### config.mk
export PLATFORM = sky130hd
export DESIGN_NAME = procedural_frame_acc_flat
export DESIGN_NICKNAME = d
export VERILOG_FILES = /design/src/rtl/procedural_pkg.sv /design/src/rtl/procedural_frame_acc_if.sv /design/src/rtl/procedural_term.sv /design/src/rtl/procedural_frame_acc.sv /design/src/flat_wrapper.sv
export SDC_FILE = /design/constraint.sdc
export NUM_CORES = 1
export LEC_CHECK = 0
export CAP_MARGIN = 40
export CORE_MARGIN = 8
export CORE_UTILIZATION = 54
export CTS_BUF_LIST = sky130_fd_sc_hd__clkbuf_16
export DETAILED_ROUTE_END_ITERATION = 16
export PLACE_DENSITY = 0.82
export SETUP_SLACK_MARGIN = 0.4
export SKIP_LAST_GASP = 1
export SLEW_MARGIN = 30
export SYNTH_ARGS = -nofsm -noshare
export SYNTH_HDL_FRONTEND = slang
export SYNTH_SLANG_ARGS = --single-unit
### constraint.sdc
create_clock -name clk -period 3.1 [get_ports clk]
set_clock_uncertainty 0.1 [all_clocks]
set_input_delay 0.62 -clock clk [delete_from_list [all_inputs] [get_ports clk]]
set_output_delay 0.62 -clock clk [all_outputs]
set_load 0.02 [all_outputs]
### src/rtl/procedural_pkg.sv
// Shared types and constants for the procedural result frame accumulator.
// Imported by the term unit, the interface and the accumulator top.
package procedural_pkg;

  localparam int FRAME_LEN_DEFAULT = 8;
  localparam int ACC_W_DEFAULT     = 20;
  localparam int RES_W             = 16;
  localparam int TERM_W            = RES_W + 1;
  localparam int CNT_W             = 5;

  typedef enum logic [1:0] {
    ST_IDLE  = 2'd0,
    ST_ACCUM = 2'd1,
    ST_HOLD  = 2'd2
  } state_e;

endpackage

### src/rtl/procedural_frame_acc_if.sv
// Beat input and frame result handshake bundle for procedural_frame_acc.
// The master drives the beats and the result acceptance; the slave is the accumulator.
interface procedural_frame_acc_if
  import procedural_pkg::*;
#(
  parameter int ACC_W = ACC_W_DEFAULT
);

  logic             in_valid;
  logic             in_ready;
  logic [RES_W-1:0] res1;
  logic [RES_W-1:0] res2;
  logic             res_sel;
  logic             clear;
  logic             out_valid;
  logic             out_ready;
  logic [ACC_W-1:0] frame_sum;
  logic [CNT_W-1:0] sel_cnt;

  modport master (
    output in_valid,
    output res1,
    output res2,
    output res_sel,
    output clear,
    output out_ready,
    input  in_ready,
    input  out_valid,
    input  frame_sum,
    input  sel_cnt
  );

  modport slave (
    input  in_valid,
    input  res1,
    input  res2,
    input  res_sel,
    input  clear,
    input  out_ready,
    output in_ready,
    output out_valid,
    output frame_sum,
    output sel_cnt
  );

endinterface

### src/rtl/procedural_term.sv
// Combinational per-beat term: XOR of the two results when sel is set,
// otherwise their full-width 17-bit sum.
module procedural_term
  import procedural_pkg::*;
(
  input  logic [RES_W-1:0]  res1,
  input  logic [RES_W-1:0]  res2,
  input  logic              res_sel,
  output logic [TERM_W-1:0] term
);

  // Select between the XOR and carry-preserving sum forms of the beat.
  always_comb begin
    term = {TERM_W{1'b0}};
    if (res_sel) begin
      term = {1'b0, res1 ^ res2};
    end else begin
      term = {1'b0, res1} + {1'b0, res2};
    end
  end

endmodule

### src/rtl/procedural_frame_acc.sv
// Accumulates FRAME_LEN accepted beat terms into one frame result and holds it
// until downstream takes it; clear aborts the frame from any state.
module procedural_frame_acc
  import procedural_pkg::*;
#(
  parameter int FRAME_LEN = FRAME_LEN_DEFAULT,
  parameter int ACC_W     = ACC_W_DEFAULT
)
(
  input  logic                   clk,
  input  logic                   rst_n,
  procedural_frame_acc_if.slave  bus
);

  localparam logic [CNT_W-1:0] LAST_CNT = CNT_W'(FRAME_LEN - 1);

  logic [TERM_W-1:0] term_s;
  logic [ACC_W-1:0]  term_ext_s;
  logic [CNT_W-1:0]  sel_inc_s;
  logic              accept_s;

  state_e            state_r;
  logic [ACC_W-1:0]  acc_r;
  logic [CNT_W-1:0]  cnt_r;
  logic [CNT_W-1:0]  sel_cnt_r;
  logic              in_ready_r;
  logic              out_valid_r;

  procedural_term u_term (
    .res1    (bus.res1),
    .res2    (bus.res2),
    .res_sel (bus.res_sel),
    .term    (term_s)
  );

  assign term_ext_s = ACC_W'(term_s);
  assign sel_inc_s  = {{(CNT_W-1){1'b0}}, bus.res_sel};
  // in_ready_r is zero exactly in HOLD and under reset, so HOLD beats are ignored.
  assign accept_s   = bus.in_valid & in_ready_r;

  // Frame FSM with accumulator, counters and registered handshake outputs.
  always_ff @(posedge clk or negedge rst_n) begin
    if (!rst_n) begin
      state_r     <= ST_IDLE;
      acc_r       <= {ACC_W{1'b0}};
      cnt_r       <= {CNT_W{1'b0}};
      sel_cnt_r   <= {CNT_W{1'b0}};
      in_ready_r  <= 1'b0;
      out_valid_r <= 1'b0;
    end else if (bus.clear) begin
      state_r     <= ST_IDLE;
      acc_r       <= {ACC_W{1'b0}};
      cnt_r       <= {CNT_W{1'b0}};
      sel_cnt_r   <= {CNT_W{1'b0}};
      in_ready_r  <= 1'b1;
      out_valid_r <= 1'b0;
    end else begin
      case (state_r)
        ST_IDLE: begin
          in_ready_r  <= 1'b1;
          out_valid_r <= 1'b0;
          if (accept_s) begin
            acc_r     <= term_ext_s;
            cnt_r     <= {{(CNT_W-1){1'b0}}, 1'b1};
            sel_cnt_r <= sel_inc_s;
            state_r   <= ST_ACCUM;
          end else begin
            state_r   <= ST_IDLE;
          end
        end
        ST_ACCUM: begin
          if (accept_s) begin
            acc_r     <= acc_r + term_ext_s;
            cnt_r     <= cnt_r + {{(CNT_W-1){1'b0}}, 1'b1};
            sel_cnt_r <= sel_cnt_r + sel_inc_s;
            if (cnt_r == LAST_CNT) begin
              state_r     <= ST_HOLD;
              in_ready_r  <= 1'b0;
              out_valid_r <= 1'b1;
            end else begin
              state_r     <= ST_ACCUM;
              in_ready_r  <= 1'b1;
              out_valid_r <= 1'b0;
            end
          end else begin
            state_r     <= ST_ACCUM;
            in_ready_r  <= 1'b1;
            out_valid_r <= 1'b0;
          end
        end
        ST_HOLD: begin
          if (bus.out_ready) begin
            state_r     <= ST_IDLE;
            acc_r       <= {ACC_W{1'b0}};
            cnt_r       <= {CNT_W{1'b0}};
            sel_cnt_r   <= {CNT_W{1'b0}};
            in_ready_r  <= 1'b1;
            out_valid_r <= 1'b0;
          end else begin
            state_r     <= ST_HOLD;
            in_ready_r  <= 1'b0;
            out_valid_r <= 1'b1;
          end
        end
        default: begin
          state_r     <= ST_IDLE;
          acc_r       <= {ACC_W{1'b0}};
          cnt_r       <= {CNT_W{1'b0}};
          sel_cnt_r   <= {CNT_W{1'b0}};
          in_ready_r  <= 1'b1;
          out_valid_r <= 1'b0;
        end
      endcase
    end
  end

  assign bus.in_ready  = in_ready_r;
  assign bus.out_valid = out_valid_r;
  assign bus.frame_sum = acc_r;
  assign bus.sel_cnt   = sel_cnt_r;

endmodule

### src/flat_wrapper.sv
// flat-port wrapper written by rule: the top's interface ports become plain ports
module procedural_frame_acc_flat import procedural_pkg::*;
#(
  parameter int FRAME_LEN = FRAME_LEN_DEFAULT,
  parameter int ACC_W     = ACC_W_DEFAULT
)
  (clk, rst_n, bus_in_valid, bus_res1, bus_res2, bus_res_sel, bus_clear, bus_out_ready, bus_in_ready, bus_out_valid, bus_frame_sum, bus_sel_cnt);
  procedural_frame_acc_if #(.ACC_W(ACC_W)) bus_i ();
  input  logic clk;
  input  logic rst_n;
  input wire logic [$bits(bus_i.in_valid)-1:0] bus_in_valid;
  input wire logic [$bits(bus_i.res1)-1:0] bus_res1;
  input wire logic [$bits(bus_i.res2)-1:0] bus_res2;
  input wire logic [$bits(bus_i.res_sel)-1:0] bus_res_sel;
  input wire logic [$bits(bus_i.clear)-1:0] bus_clear;
  input wire logic [$bits(bus_i.out_ready)-1:0] bus_out_ready;
  output wire logic [$bits(bus_i.in_ready)-1:0] bus_in_ready;
  output wire logic [$bits(bus_i.out_valid)-1:0] bus_out_valid;
  output wire logic [$bits(bus_i.frame_sum)-1:0] bus_frame_sum;
  output wire logic [$bits(bus_i.sel_cnt)-1:0] bus_sel_cnt;
  assign bus_i.in_valid = bus_in_valid;
  assign bus_i.res1 = bus_res1;
  assign bus_i.res2 = bus_res2;
  assign bus_i.res_sel = bus_res_sel;
  assign bus_i.clear = bus_clear;
  assign bus_i.out_ready = bus_out_ready;
  assign bus_in_ready = bus_i.in_ready;
  assign bus_out_valid = bus_i.out_valid;
  assign bus_frame_sum = bus_i.frame_sum;
  assign bus_sel_cnt = bus_i.sel_cnt;
  procedural_frame_acc #(.FRAME_LEN(FRAME_LEN), .ACC_W(ACC_W)) u_core (.clk(clk), .rst_n(rst_n), .bus(bus_i));
endmodule
; ---- After elaboration in Yosys (flattened, before gate mapping)
; Cells that the tools add are included.
[totals]
output_inout_bits = 27
input_bits = 38
register_bits = 34
[classes]
bitwise_logic = 2
n_mux = 31
n_addsub = 4
n_reduce_logical = 2
eq_ne = 6
[op_table]
columns = cell, n
row1 = $mux W20, 4
row2 = $pmux W20 S3, 1
row3 = $mux W5, 7
row4 = $pmux W5 S3, 2
row5 = $add A20 B17 Y20, 1
row6 = $add A16 B16 Y17, 1
row7 = $mux W17, 1
row8 = $xor A16 B16 Y16, 1
row9 = $mux W1, 9
row10 = $mux W2, 4
row11 = $ne A3 B2 Y1 const B, 2
row12 = $pmux W2 S3, 1
row13 = $add A5 B1 Y5, 1
row14 = $add A5 B1 Y5 const B, 1
row15 = $eq A5 B3 Y1 const B, 1
row16 = $pmux W1 S2, 2
row17 = $ne A3 B3 Y1 const B, 1
row18 = $reduce_and A3 Y1, 1
row19 = $eq A2 B1 Y1 const B, 1
row20 = $eq A2 B2 Y1 const B, 1
row21 = $logic_not A2 Y1, 1
row22 = $and A1 B1 Y1, 1

; ---- Longest topological paths before layout
; Gate-level depths: netlist of the first run.
[depth]
depth_word = 6
depth_mapped = 19

; ---- By module
; Synthesis of the first run repeated with hierarchy kept, for this count alone.
[unflattened]
cells_unflattened = 432
area_unflattened_um2 = 3535.9
[modules_own_cells]
columns = mod, n_inst, cells_each, area_per_inst_um2, seq_area_each_um2
row1 = procedural_frame_acc, 1, 328, 2726.4, 850.8
row2 = procedural_term, 1, 104, 809.5, 0.0

; ---- Worst setup path after synthesis of the first run
; OpenSTA, ideal clock, no wires.
[synth_timing]
path_type = input -> register
start = in bus_res2[0]
end = reg u_core.acc_r[18] (netlist: u_core.bus.frame_sum[18])
setup_ns = 0.076
setup_slack_ns = -0.911
n_path_buf = 1
cell_stages = 17
arrival_time_ns = 3.835
cell_sequence = ha_1 > inv_1 > fa_1 > nor2b_1 > o21bai_1 > a21boi_1 > o21ai_0 > o22ai_1 > a21boi_0 > xnor2_1 > ha_1 > clkbuf_1 > nand2_1 > a21o_1 > or4_4 > a211o_1 > o21ai_1
[synth_between]
elab_chain_cells = 6
word_cells_on_any_way = 7
cone_classes = add/sub: 2 / mux: 4 / bitwise: 1
[synth_rtl]
columns = element, line
row1 = from (decl), flat_wrapper.sv:13  ; input wire logic [$bits(bus_i.res2)-1:0] bus_res2;
row2 = $add A16 B16 Y17 / $xor A16 B16 Y16 (equally long branches), "procedural_term.sv:18, procedural_term.sv:16"
row3 = $mux W17 *, procedural_term.sv:15  ; if (res_sel) begin
row4 = $add A20 B17 Y20 *, procedural_frame_acc.sv:73  ; acc_r <= acc_r + term_ext_s;
row5 = $mux W20 *, procedural_frame_acc.sv:72  ; if (accept_s) begin
row6 = $pmux W20 S3 *, procedural_frame_acc.sv:58  ; case (state_r)
row7 = $mux W20 *, procedural_frame_acc.sv:50  ; end else if (bus.clear) begin
row8 = to (signal assigned), procedural_frame_acc.sv:52  ; acc_r <= {ACC_W{1'b0}};
row9 = to (signal assigned), procedural_frame_acc.sv:63  ; acc_r <= term_ext_s;
row10 = to (signal assigned), procedural_frame_acc.sv:73
row11 = to (decl), procedural_frame_acc.sv:23  ; logic [ACC_W-1:0] acc_r;
; Every way passes the cells marked *; elsewhere a longest branch is shown, timed or not. The select of a mux whose other input is x is not followed.
; A chain may end at the register's enable or synchronous reset.

; ---- Final worst setup path of the first run
[layout_timing]
start = in bus_res2[0]
end = reg u_core.acc_r[11] (netlist: u_core.bus.frame_sum[11])
[layout_between]
elab_chain_cells = 6
word_cells_on_any_way = 8
cone_classes = add/sub: 2 / mux: 5 / bitwise: 1
[layout_rtl]
columns = element, line
row1 = $add A16 B16 Y17 / $xor A16 B16 Y16 (equally long branches), "procedural_term.sv:18, procedural_term.sv:16"
row2 = $mux W17 *, procedural_term.sv:15
row3 = $add A20 B17 Y20, procedural_frame_acc.sv:73
row4 = $mux W20, procedural_frame_acc.sv:72
row5 = $pmux W20 S3 *, procedural_frame_acc.sv:58
row6 = $mux W20 *, procedural_frame_acc.sv:50
; Marks and branches as above.

==> metrics, run 1 <==
CORE AREA=between 6000 and 7000 µm²; Clock Pin Slew Worst Setup and Hold Paths=about 60 ps; wire length after detailed routing=roughly 19 mm; slowest cell delay on critical path=~520 ps; worst setup path class=in2reg; ANT cells=0; PortBufs=64; MaxCap Viol Count=0; total track usage=approximately 28%; Num Clock Sinks=34; Worst Path Arrival=roughly 4300 ps; Synth warnings=0; area leader, netlist=dfrtp_1; Most Frequent Cell on Critical Path=buf_4; Fill cells=just under 200; switch share=between 40% and 50%; syn nets=approximately 500; total power=between 3000 and 4000 µW; Overflow after GRT=0; final hold vios=0; peak supply drop=about 0.00048 V; minimum clock period=just over 4000 ps; GP Congestion=roughly 0.96; TritonRoute pass-1 iters=7; Non-Filler Instances=~670; num rows=29; Max Buffers Root-to-Sink=2; Clock Latency Late Sink=~290 ps; Seq pwr share=between 15 and 20%; Vias=4897; Synth-to-Final Area Change=70.1%; I/O pin cnt=65; worst rel slew slack=slightly above 60%; post-synth top area share=between 20% and 30%; Clk Tree Root Cell=clkbuf_16; Placement Cell Area=around 4900 µm²; Die X=around 96 µm; Netlist cell types=61; CP cell instances=buf_6, ha_4, buf_4, buf_6, a211oi_4, or4_4, o22ai_4, buf_4, a31oi_4, xnor2_2, ha_4, buf_4, o21ai_0, nand3b_1, o21ai_0, nand3_1, a21oi_1, a211o_1; layout cell share with drive strength beyond 1=40.7%; top-count cell post-synth=ha_1; status=finished with violations; fin crit share=134%; R2R Setup Slk=190 ps; vias in the first global route=~4300; Post-synth EDFFs=0; async set-or-reset flop fraction in the synthesized netlist=between 90% and 100%; TritonCTS Buffers=5; crit path max fanout=4; Crit. End Element=flop; Switching Power=~1400 µW; Synth area leaders=dfrtp_1, ha_1, a21oi_1; Routed WL per cell=27.7 µm; Internal=1800 µW; Fmax=~0.24 GHz; via density per instance=7.29; Worst EP required=approximately 3200 ps; clock share of power=a little under a fifth; RSZ-0062 raised after global routing=yes; die height=around 96 µm; slowest stage cell, crit path=or4_4; CTS tree=done; post-DP HPWL=8.08 mm; FF+latch count, synth=34; setup violators final=16; initial antenna violation count=0; power density cells=between 500 and 600 nW/µm²; commonest cells in the netlist=ha_1, nand2_1, dfrtp_1; Final nets=a little under 700; total die area=about 9200 µm²; sequential share of the synthesized area=roughly 25%; failing checks=negative setup slack; Mapped Area=~3400 µm²; 1st-iter DRT viols=774; Synth Area per Inst=roughly 8 µm²; largest net degree at the start of global routing=35; crit path launch type=input port; max-slew violation count=0; leakage power=0.00266 µW; PnR worst setup slack=-1040 ps; first-pass GRT wire length=20.4 mm; placed cells=623; design area=about 5800 µm²; Post-Syn Instances=~420; drt drc=0; Logic pwr share=between 60% and 70%; worst hold path type=reg2reg; Initial Util=55.1%; H-tree levels=2; Final ANT Viol Nets=0; Post-synth top flop=dfrtp_1; Worst Tran Pin Value=around 580 ps
-- sequential cells by signal (all words and copies together) (netlist names) --
name,count
u_core.bus.in_ready,1
u_core.cnt_r,5
u_core.bus.sel_cnt,5
u_core.state_r,2
u_core.bus.frame_sum,20
u_core.bus.out_valid,1
-- critical path: cells and delay by family --
kind                     cells  cell delay (ps)
AO/OA/AOI/OAI                7             1490
buffers and inverters        5              650
XOR/XNOR                     1              250
AND/OR/NAND/NOR              3              840
adder cells (fa/ha/maj)      2              410
-- cells in the final DEF (no fill, tap or decap), types with 9 or more instances in the layout --
| cell type | n |
|---|---|
| clkdlybuf4s50_1 | 41 |
| ha_1 | 20 |
| a21oi_1 | 14 |
| nor2_1 | 26 |
| nand2_1 | 33 |
| nand3_1 | 11 |
| buf_6 | 14 |
| a21oi_2 | 17 |
| buf_4 | 121 |
| nand4_1 | 9 |
| inv_1 | 13 |
| o21ai_1 | 12 |
| a22oi_1 | 10 |
| nor3_1 | 14 |
| ha_4 | 18 |
| a21o_1 | 13 |
| o21ai_0 | 17 |
| dfrtp_1 | 34 |
| xor2_1 | 11 |
-- per-layer routing --
| layer | GRT usage [%] | share of wire [%] | up-vias |
|---|---|---|---|
| met5 | 0 | 0 | - |
| met4 | 14.5 | 8.1 | 0 |
| met3 | 5.93 | 13 | 185 |
| met2 | 48.5 | 45 | 567 |
| met1 | 31.3 | 34 | 2252 |
| li1 | - | - | 1893 |
-- metrics by stage --
stage	utilization, %	hold WS, ps	setup slack, ps	TNS (ps)
after floorplan	-	224	-522	-4160
after global placement	78.0	379	-1230	-14890
after detailed placement	78.0	378	-1400	-16460
after CTS	85.0	389	-558	-5510
after global routing	93.7	432	-1130	-12510
final	93.7	418	-1040	-11060
-- power by group through the flow --
stage | logic (µW) | registers [µW] | clock network, µW
finish | 2030 | 561 | 580
global route | 2090 | 563 | 595
CTS | 1520 | 540 | 572
detailed placement | 1350 | 542 | 0
global placement | 1310 | 542 | 0
floorplan | 754 | 585 | 0
-- cells by family (layout without fill, tap and decap cells) --
logic type,count (synthesis),count (layout),synth area share (%)
AO/OA/AOI/OAI,145,145,28.9
XOR/XNOR,26,26,6.85
adder cells (fa/ha/maj),42,42,15.7
buffers and inverters,36,214,4.01
flip-flops,34,34,24.8
multiplexers,4,4,1.17
AND/OR/NAND/NOR,130,130,18.6
-- timing repair --
| item | 4_1_cts | 5_1_grt |
|---|---|---|
| hold buffers | 0 | 0 |
| endpoints found under the setup margin | 18 | 17 |
| gates resized for setup | 76 | 73 |
| setup buffers | 19 | 22 |
| pin swaps | 43 | 46 |
-- area by class of cell --
class                      instances  area [µm²]  area share [%]
multi-input combinational        347        3060            52.4
timing repair buffer             191        1620            27.6
sequential                        34         851            14.6
clock buffer                       5         125            2.14
tap                               77        96.3            1.65
inverter                          15        56.3           0.963
clock inverter                     3        40.0           0.685
-- path summary, 6_finish.rpt --
check	from	end	depth (start not counted)
max in group asynchronous	rst_n	u_core.bus.frame_sum[19]	2
min in group asynchronous	rst_n	u_core.bus.frame_sum[16]	2
worst max register to register	u_core.bus.frame_sum[0]	u_core.bus.frame_sum[18]	10
worst min register to register	u_core.bus.sel_cnt[0]	u_core.bus.sel_cnt[0]	2
worst max-delay path	bus_res2[0]	u_core.bus.frame_sum[11]	18
worst min-delay path	u_core.bus.sel_cnt[0]	u_core.bus.sel_cnt[0]	2
Note: power is estimated with default switching activity, not from simulation.
==> run 2, diff against run 1 <==
--- a/config.mk
+++ b/config.mk
@@ -9,6 +9,7 @@
 export CORE_MARGIN = 8
 export CORE_UTILIZATION = 54
 export CTS_BUF_LIST = sky130_fd_sc_hd__clkbuf_16
+export CTS_CLUSTER_DIAMETER = 50
 export DETAILED_ROUTE_END_ITERATION = 16
 export PLACE_DENSITY = 0.82
 export SETUP_SLACK_MARGIN = 0.4
==> results of run 2 <==
The final DEF is identical to that of run 1; final timing and power are the same.
